**src/rtl/ram_arb_pkg.sv**
```systemverilog
// Shared types and constants for the RAM port B arbiter and its clear engine.
package ram_arb_pkg;

    localparam int STALL_CNT_W = 16;

    typedef enum logic [1:0] {
        OWN_NONE,
        OWN_VGA,
        OWN_DBG,
        OWN_CLR
    } owner_e;

    typedef enum logic [1:0] {
        CLR_IDLE,
        CLR_RUN,
        CLR_DONE
    } clr_state_e;

endpackage

```
**src/rtl/ram_clear_engine.sv**
```systemverilog
// Bulk clear/fill engine: walks base..base+count-1 (wrapping), one word per granted cycle.
module ram_clear_engine
    import ram_arb_pkg::*;
#(
    parameter int DW = 16,
    parameter int AW = 10
) (
    input  logic          clk,
    input  logic          reset,
    input  logic          start,
    input  logic [AW-1:0] base,
    input  logic [AW:0]   count,
    input  logic [DW-1:0] fill,
    input  logic          granted,
    output logic          req,
    output logic [AW-1:0] addr,
    output logic [DW-1:0] data,
    output logic          busy,
    output logic          done
);

    clr_state_e    state_q, state_d;
    logic [AW:0]   idx_q, idx_d;
    logic [AW-1:0] base_q;
    logic [AW:0]   count_q;
    logic [DW-1:0] fill_q;

    always_ff @(posedge clk) begin
        if (reset) begin
            state_q <= CLR_IDLE;
            idx_q   <= '0;
        end else begin
            state_q <= state_d;
            idx_q   <= idx_d;
        end
    end

    // NOTE: the job parameters are plain datapath registers with no reset; they are
    // only consumed in RUN, which can be entered solely through the load below.
    always_ff @(posedge clk) begin
        if (state_q == CLR_IDLE && start) begin
            base_q  <= base;
            count_q <= count;
            fill_q  <= fill;
        end
    end

    // NOTE: every output of this block gets a default first so no latch is inferred.
    always_comb begin
        state_d = state_q;
        idx_d   = idx_q;
        unique case (state_q)
            CLR_IDLE: begin
                if (start) begin
                    idx_d   = '0;
                    state_d = (count == '0) ? CLR_DONE : CLR_RUN;
                end
            end
            CLR_RUN: begin
                if (granted) begin
                    idx_d = idx_q + 1'b1;
                    if (idx_q == count_q - 1'b1) begin
                        state_d = CLR_DONE;
                    end
                end
            end
            CLR_DONE: state_d = CLR_IDLE;
            default:  state_d = CLR_IDLE;
        endcase
    end

    // Truncating to AW bits makes the fill wrap past the top of memory.
    assign addr = base_q + idx_q[AW-1:0];
    assign data = fill_q;
    assign req  = (state_q == CLR_RUN);
    assign busy = (state_q == CLR_RUN);
    assign done = (state_q == CLR_DONE);

endmodule

```
**src/rtl/ram_b_arbiter.sv**
```systemverilog
// RAM port B owner: fixed priority VGA > debug > clear engine, plus the debug read pipeline.
// Optional stall counter on dbg_stall_cycles when RAM_B_ARB_PERF_EN is defined.
module ram_b_arbiter
    import ram_arb_pkg::*;
#(
    parameter  int DATA_WIDTH         = 16,
    parameter  int RAM_REGISTER_COUNT = 1024,
    localparam int AW                 = $clog2(RAM_REGISTER_COUNT),
    localparam int DW                 = DATA_WIDTH
) (
    input  logic                   CLK_50,
    input  logic                   reset,
    input  logic                   vga_req,
    input  logic [AW-1:0]          vga_addr,
    output logic [DW-1:0]          vga_rdata,
    input  logic                   dbg_req,
    input  logic                   dbg_we,
    input  logic [AW-1:0]          dbg_addr,
    input  logic [DW-1:0]          dbg_wdata,
    output logic                   dbg_gnt,
    output logic                   dbg_rvalid,
    output logic [DW-1:0]          dbg_rdata,
    output logic [STALL_CNT_W-1:0] dbg_stall_cycles,
    input  logic                   clr_start,
    input  logic [AW-1:0]          clr_base,
    input  logic [AW:0]            clr_count,
    input  logic [DW-1:0]          clr_fill,
    output logic                   clr_busy,
    output logic                   clr_done,
    output logic [AW-1:0]          ram_addr_b,
    output logic [DW-1:0]          ram_data_b,
    output logic                   ram_wren_b,
    input  logic [DW-1:0]          ram_q_b
);

    owner_e        owner;
    logic          clr_req;
    logic [AW-1:0] clr_addr;
    logic [DW-1:0] clr_data;
    logic          rd_pend_q;

    ram_clear_engine #(
        .DW (DW),
        .AW (AW)
    ) u_clear (
        .clk     (CLK_50),
        .reset   (reset),
        .start   (clr_start),
        .base    (clr_base),
        .count   (clr_count),
        .fill    (clr_fill),
        .granted (owner == OWN_CLR),
        .req     (clr_req),
        .addr    (clr_addr),
        .data    (clr_data),
        .busy    (clr_busy),
        .done    (clr_done)
    );

    always_comb begin
        owner = OWN_NONE;
        if (vga_req)      owner = OWN_VGA;
        else if (dbg_req) owner = OWN_DBG;
        else if (clr_req) owner = OWN_CLR;
    end

    always_comb begin
        ram_addr_b = vga_addr;
        ram_data_b = dbg_wdata;
        ram_wren_b = 1'b0;
        unique case (owner)
            OWN_DBG: begin
                ram_addr_b = dbg_addr;
                ram_data_b = dbg_wdata;
                ram_wren_b = dbg_we;
            end
            OWN_CLR: begin
                ram_addr_b = clr_addr;
                ram_data_b = clr_data;
                ram_wren_b = 1'b1;
            end
            default: ;
        endcase
        // The mux stays live in reset so VGA keeps reading, but nothing may be written.
        if (reset) ram_wren_b = 1'b0;
    end

    assign dbg_gnt   = (owner == OWN_DBG);
    assign vga_rdata = ram_q_b;

    // Read granted at T: q_b valid at T+1, captured, and flagged with rvalid at T+2.
    // NOTE: sequential state uses non-blocking assignments so all registers see pre-edge values.
    always_ff @(posedge CLK_50) begin
        if (reset) begin
            rd_pend_q  <= 1'b0;
            dbg_rvalid <= 1'b0;
            dbg_rdata  <= '0;
        end else begin
            rd_pend_q  <= dbg_gnt && !dbg_we;
            dbg_rvalid <= rd_pend_q;
            if (rd_pend_q) dbg_rdata <= ram_q_b;
        end
    end

`ifdef RAM_B_ARB_PERF_EN
    logic [STALL_CNT_W-1:0] stall_q;

    always_ff @(posedge CLK_50) begin
        if (reset || clr_start) begin
            stall_q <= '0;
        end else if (dbg_req && !dbg_gnt && stall_q != '1) begin
            stall_q <= stall_q + 1'b1;
        end
    end

    assign dbg_stall_cycles = stall_q;
`else
    assign dbg_stall_cycles = '0;
`endif

endmodule
```
**config.mk**
```make
export PLATFORM = sky130hd
export DESIGN_NAME = ram_b_arbiter
export DESIGN_NICKNAME = d
export VERILOG_FILES = /design/src/rtl/ram_arb_pkg.sv /design/src/rtl/ram_clear_engine.sv /design/src/rtl/ram_b_arbiter.sv
export SDC_FILE = /design/constraint.sdc
export NUM_CORES = 1
export LEC_CHECK = 0
export BUFFER_PORTS_ARGS = -buffer_cell sky130_fd_sc_hd__buf_2
export CAP_MARGIN = 20
export CORE_ASPECT_RATIO = 1.75
export CORE_MARGIN = 2
export CORE_UTILIZATION = 42
export CTS_CLUSTER_DIAMETER = 150
export DETAILED_ROUTE_END_ITERATION = 10
export PLACE_DENSITY = 0.76
export SLEW_MARGIN = 20
export SYNTH_ARGS = -nofsm -noshare
export SYNTH_HDL_FRONTEND = slang
export SYNTH_SLANG_ARGS = --single-unit
export TNS_END_PERCENT = 5
```
**constraint.sdc**
```tcl
create_clock -name CLK_50 -period 6.25 [get_ports CLK_50]
set_clock_uncertainty 0.2 [all_clocks]
set_input_delay 0.625 -clock CLK_50 [delete_from_list [all_inputs] [get_ports CLK_50]]
set_output_delay 0.625 -clock CLK_50 [all_outputs]
set_load 0.01 [all_outputs]
```
==> results.sh <==
export IMPL_clk_latency_ns=0.32
export IMPL_ys_ff_latch=68
export IMPL_yosys_warnings=0
export IMPL_crit_start="u_clear.idx_q[0]$_SDFFE_PP0P_"
export IMPL_fmax_ghz=0.2785
export IMPL_std_cell_rows=45
export IMPL_cp_max_fo=5
export IMPL_fin_setup_tns_ns=0
export IMPL_tritoncts="built"
export IMPL_firstDrtPassIters=4
export IMPL_yosysUniqueCellTypes=51
export IMPL_synth_edf_count=37
export IMPL_crit_path_end_kind="output pin"
export IMPL_path_clk_slew_ns=0.06
export IMPL_grt_overflow_total=0
export IMPL_drt_total_wl_um=9303
export IMPL_criticalPathCategory="reg2out"
export IMPL_cts_hold_buf=0
export IMPL_arrival_ns=2.77
export IMPL_rsz0062_at_grt="false"
export IMPL_worst_path_buf_inv=2
export IMPL_r2r_end="u_clear.state_q[1]$_SDFFE_PP0P_"
export IMPL_drive_gt1_frac=0.3426
export IMPL_cts_resized=0
export IMPL_drv_slew=0
export IMPL_netlist_instances=395
export IMPL_path_common_cell="o21ai_0"
export IMPL_p_total_mw=1.175
export IMPL_period_needed_ns=3.591
export IMPL_critPathRequiredTime_ns=5.42
export IMPL_syn_area_sq_mm=0.003786
export IMPL_area_growth_pct=26.77
export IMPL_num_vias=3268
export IMPL_io_buffers=157
export IMPL_setup_viol=0
export IMPL_critPathTopFamily="compound AO/OA/AOI/OAI gates"
export IMPL_antennaDiodeCount=0
export IMPL_die_h_um=129.6
export IMPL_drt_iter0_markers=180
export IMPL_finalNonFillerCells=654
export IMPL_die_w_um=75.77
export IMPL_clockRootBuffer="clkbuf_16"
export IMPL_vdd_drop_max_uv=179.0
export IMPL_reg2reg_depth=8
export IMPL_async_flop_share=0
export IMPL_final_hold_viol_count=0
export IMPL_cellPowerDensity_mw_per_mm2=244.8
export IMPL_path_cells="ha_1 -> inv_1 -> fa_1 -> nor2b_1 -> o21ai_0 -> a21boi_0 -> o211ai_1 -> mux2_2 -> o21ai_0 -> buf_2"
export IMPL_dp_slack_ns=3.015
export IMPL_grt_util_met1=0.1940
export IMPL_met2_usage=0.3651
export IMPL_core_area_sq_mm=0.008727
export IMPL_postSynthAreaPerCell_sq_um=9.585
export IMPL_cp_depth=10
export IMPL_start_util=0.4338
export IMPL_grt_start_max_net_pins=41
export IMPL_grt_use_total=0.1948
export IMPL_dp_hpwl_um=7262
export IMPL_period_share=0.5745
export IMPL_hp_class="in2reg"
export IMPL_cts_sinks=68
export IMPL_power_leakage_nw=2.158
export IMPL_ctsLongestPathBuffers=2
export IMPL_numCtsBuffers=9
export IMPL_post_route_drc_count=0
export IMPL_critPathMaxStageDelay_ns=0.42
export IMPL_drv_cap=0
export IMPL_vias_per_cell=4.997
export IMPL_gp_congestion=0.8300
export IMPL_routedWlPerCell_um=14.22
export IMPL_postCtsSetupBuffers=0
export IMPL_grt_most_used_layer="met2"
export IMPL_regToRegStartpoint="u_clear.count_q[0]$_DFFE_PP_"
export IMPL_postRouteAntennaNets=0
export IMPL_synth_top_flop_cell="edfxtp_1"
export IMPL_placedCellCount=638
export IMPL_grt_pass1_wl_um=14440
export IMPL_whs_ns=0.2710
export IMPL_worstMarginPinSlew_ns=0.9774
export IMPL_nets=639
export IMPL_status="completed"
export IMPL_cp_endpoint="ram_addr_b[8]"
export IMPL_dieArea_sq_mm=0.009820
export IMPL_nFillCells=764
export IMPL_yosysSeqAreaShare=0.4574
export IMPL_slowest_stage="dfxtp_1"
export IMPL_grt_antenna_before_repair=0
export IMPL_io_pins=174
export IMPL_slew_headroom=0.3475
export IMPL_setup_ws_ns=2.659
export IMPL_first_global_vias=3224
export IMPL_gr_usage_met3=0.03499
export IMPL_rrSetupSlack_ns=3.62
export IMPL_start_kind="register"
export IMPL_htree_levels=3
-- routing by layer --
layer,share of wire,vias to the layer above
met4,0.037,0
met3,0.049,33
met2,0.56,148
li1,-,1604
met1,0.35,1483
met5,0,-
-- logic make-up after synthesis --
kind of cell             share of synthesized area
AND/OR/NAND/NOR                             0.1986
flip-flops                                  0.4574
buffers and inverters                      0.09286
AO/OA/AOI/OAI                              0.08526
XOR/XNOR                                   0.06940
multiplexers                               0.05387
adder cells (fa/ha/maj)                    0.04164
other                                    0.0009905
-- power by group --
part | total (mW) | internal [mW] | leakage [nW] | switching [mW]
clock network | 0.522 | 0.347 | 0.147 | 0.175
registers | 0.507 | 0.494 | 0.605 | 0.0131
logic | 0.146 | 0.0647 | 1.41 | 0.0814
total | 1.17 | 0.906 | 2.16 | 0.269
-- sequential cells by signal, indices dropped and copies added (netlist names) --
register,count
dbg_rdata,16
u_clear.data,16
u_clear.count_q,11
u_clear.idx_q,11
u_clear.base_q,10
u_clear.state_q,2
dbg_rvalid,1
rd_pend_q,1
-- Yosys cell counts (7+ instances only) --
cell type | count | area (sq um)
a21oi_1 | 11 | 55.05
buf_4 | 32 | 240.2
clkbuf_1 | 13 | 48.80
dfxtp_1 | 31 | 620.6
edfxtp_1 | 37 | 1111
ha_1 | 11 | 137.6
inv_1 | 11 | 41.29
mux2i_1 | 17 | 170.2
nand2_1 | 62 | 232.7
nor2_1 | 36 | 135.1
nor3_1 | 7 | 35.03
o21ai_0 | 14 | 70.07
xnor2_1 | 17 | 148.9
xor2_1 | 13 | 113.9
-- final cells by class --
class / count / area [sq um] / area share
Tap cell: 117 / 146.4 / 0.03050
Inverter: 11 / 41.29 / 0.008603
Sequential cell: 68 / 1732 / 0.3608
Clock inverter: 5 / 76.32 / 0.01590
Multi-Input combinational cell: 283 / 1770 / 0.3689
Timing Repair Buffer: 159 / 800.8 / 0.1668
Clock buffer: 11 / 232.7 / 0.04849
-- cells in the final DEF (no fill, tap or decap), types with 6 or more instances in the layout --
| cell | count |
|---|---|
| nand3_1 | 6 |
| clkbuf_16 | 9 |
| nor4_1 | 6 |
| xor2_1 | 13 |
| dfxtp_1 | 31 |
| edfxtp_1 | 37 |
| xnor2_1 | 17 |
| nand2_1 | 62 |
| mux2i_1 | 17 |
| buf_2 | 157 |
| nor2_1 | 36 |
| ha_1 | 11 |
| o21ai_0 | 14 |
| nor2b_1 | 6 |
| conb_1 | 16 |
| a21oi_1 | 11 |
| inv_1 | 11 |
| nor3_1 | 7 |
-- per-stage QoR --
stage,area (sq um),utilization
global placement,4491,0.5146
floorplan,3842,-
CTS,4800,0.5500
finish,4800,0.5500
detailed placement,4491,0.5146
global route,4800,0.5500
-- how the worst min path moves through the flow --
| stage | from | end | cells past startpoint |
|---|---|---|---|
| after floorplan | u_clear.state_q[1]$_SDFFE_PP0P_ | u_clear.state_q[1]$_SDFFE_PP0P_ | 1 |
| after global placement | dbg_rdata[12]$_SDFFE_PP0P_ | dbg_rdata[12]$_SDFFE_PP0P_ | 2 |
| after detailed placement | dbg_rdata[8]$_SDFFE_PP0P_ | dbg_rdata[8]$_SDFFE_PP0P_ | 2 |
| after CTS | clr_base[0] | u_clear.base_q[0]$_DFFE_PP_ | 1 |
| after global routing | clr_fill[0] | u_clear.data[0]$_DFFE_PP_ | 1 |
| final | clr_base[0] | u_clear.base_q[0]$_DFFE_PP_ | 1 |
No activity file was read; power rests on OpenSTA's default activity.
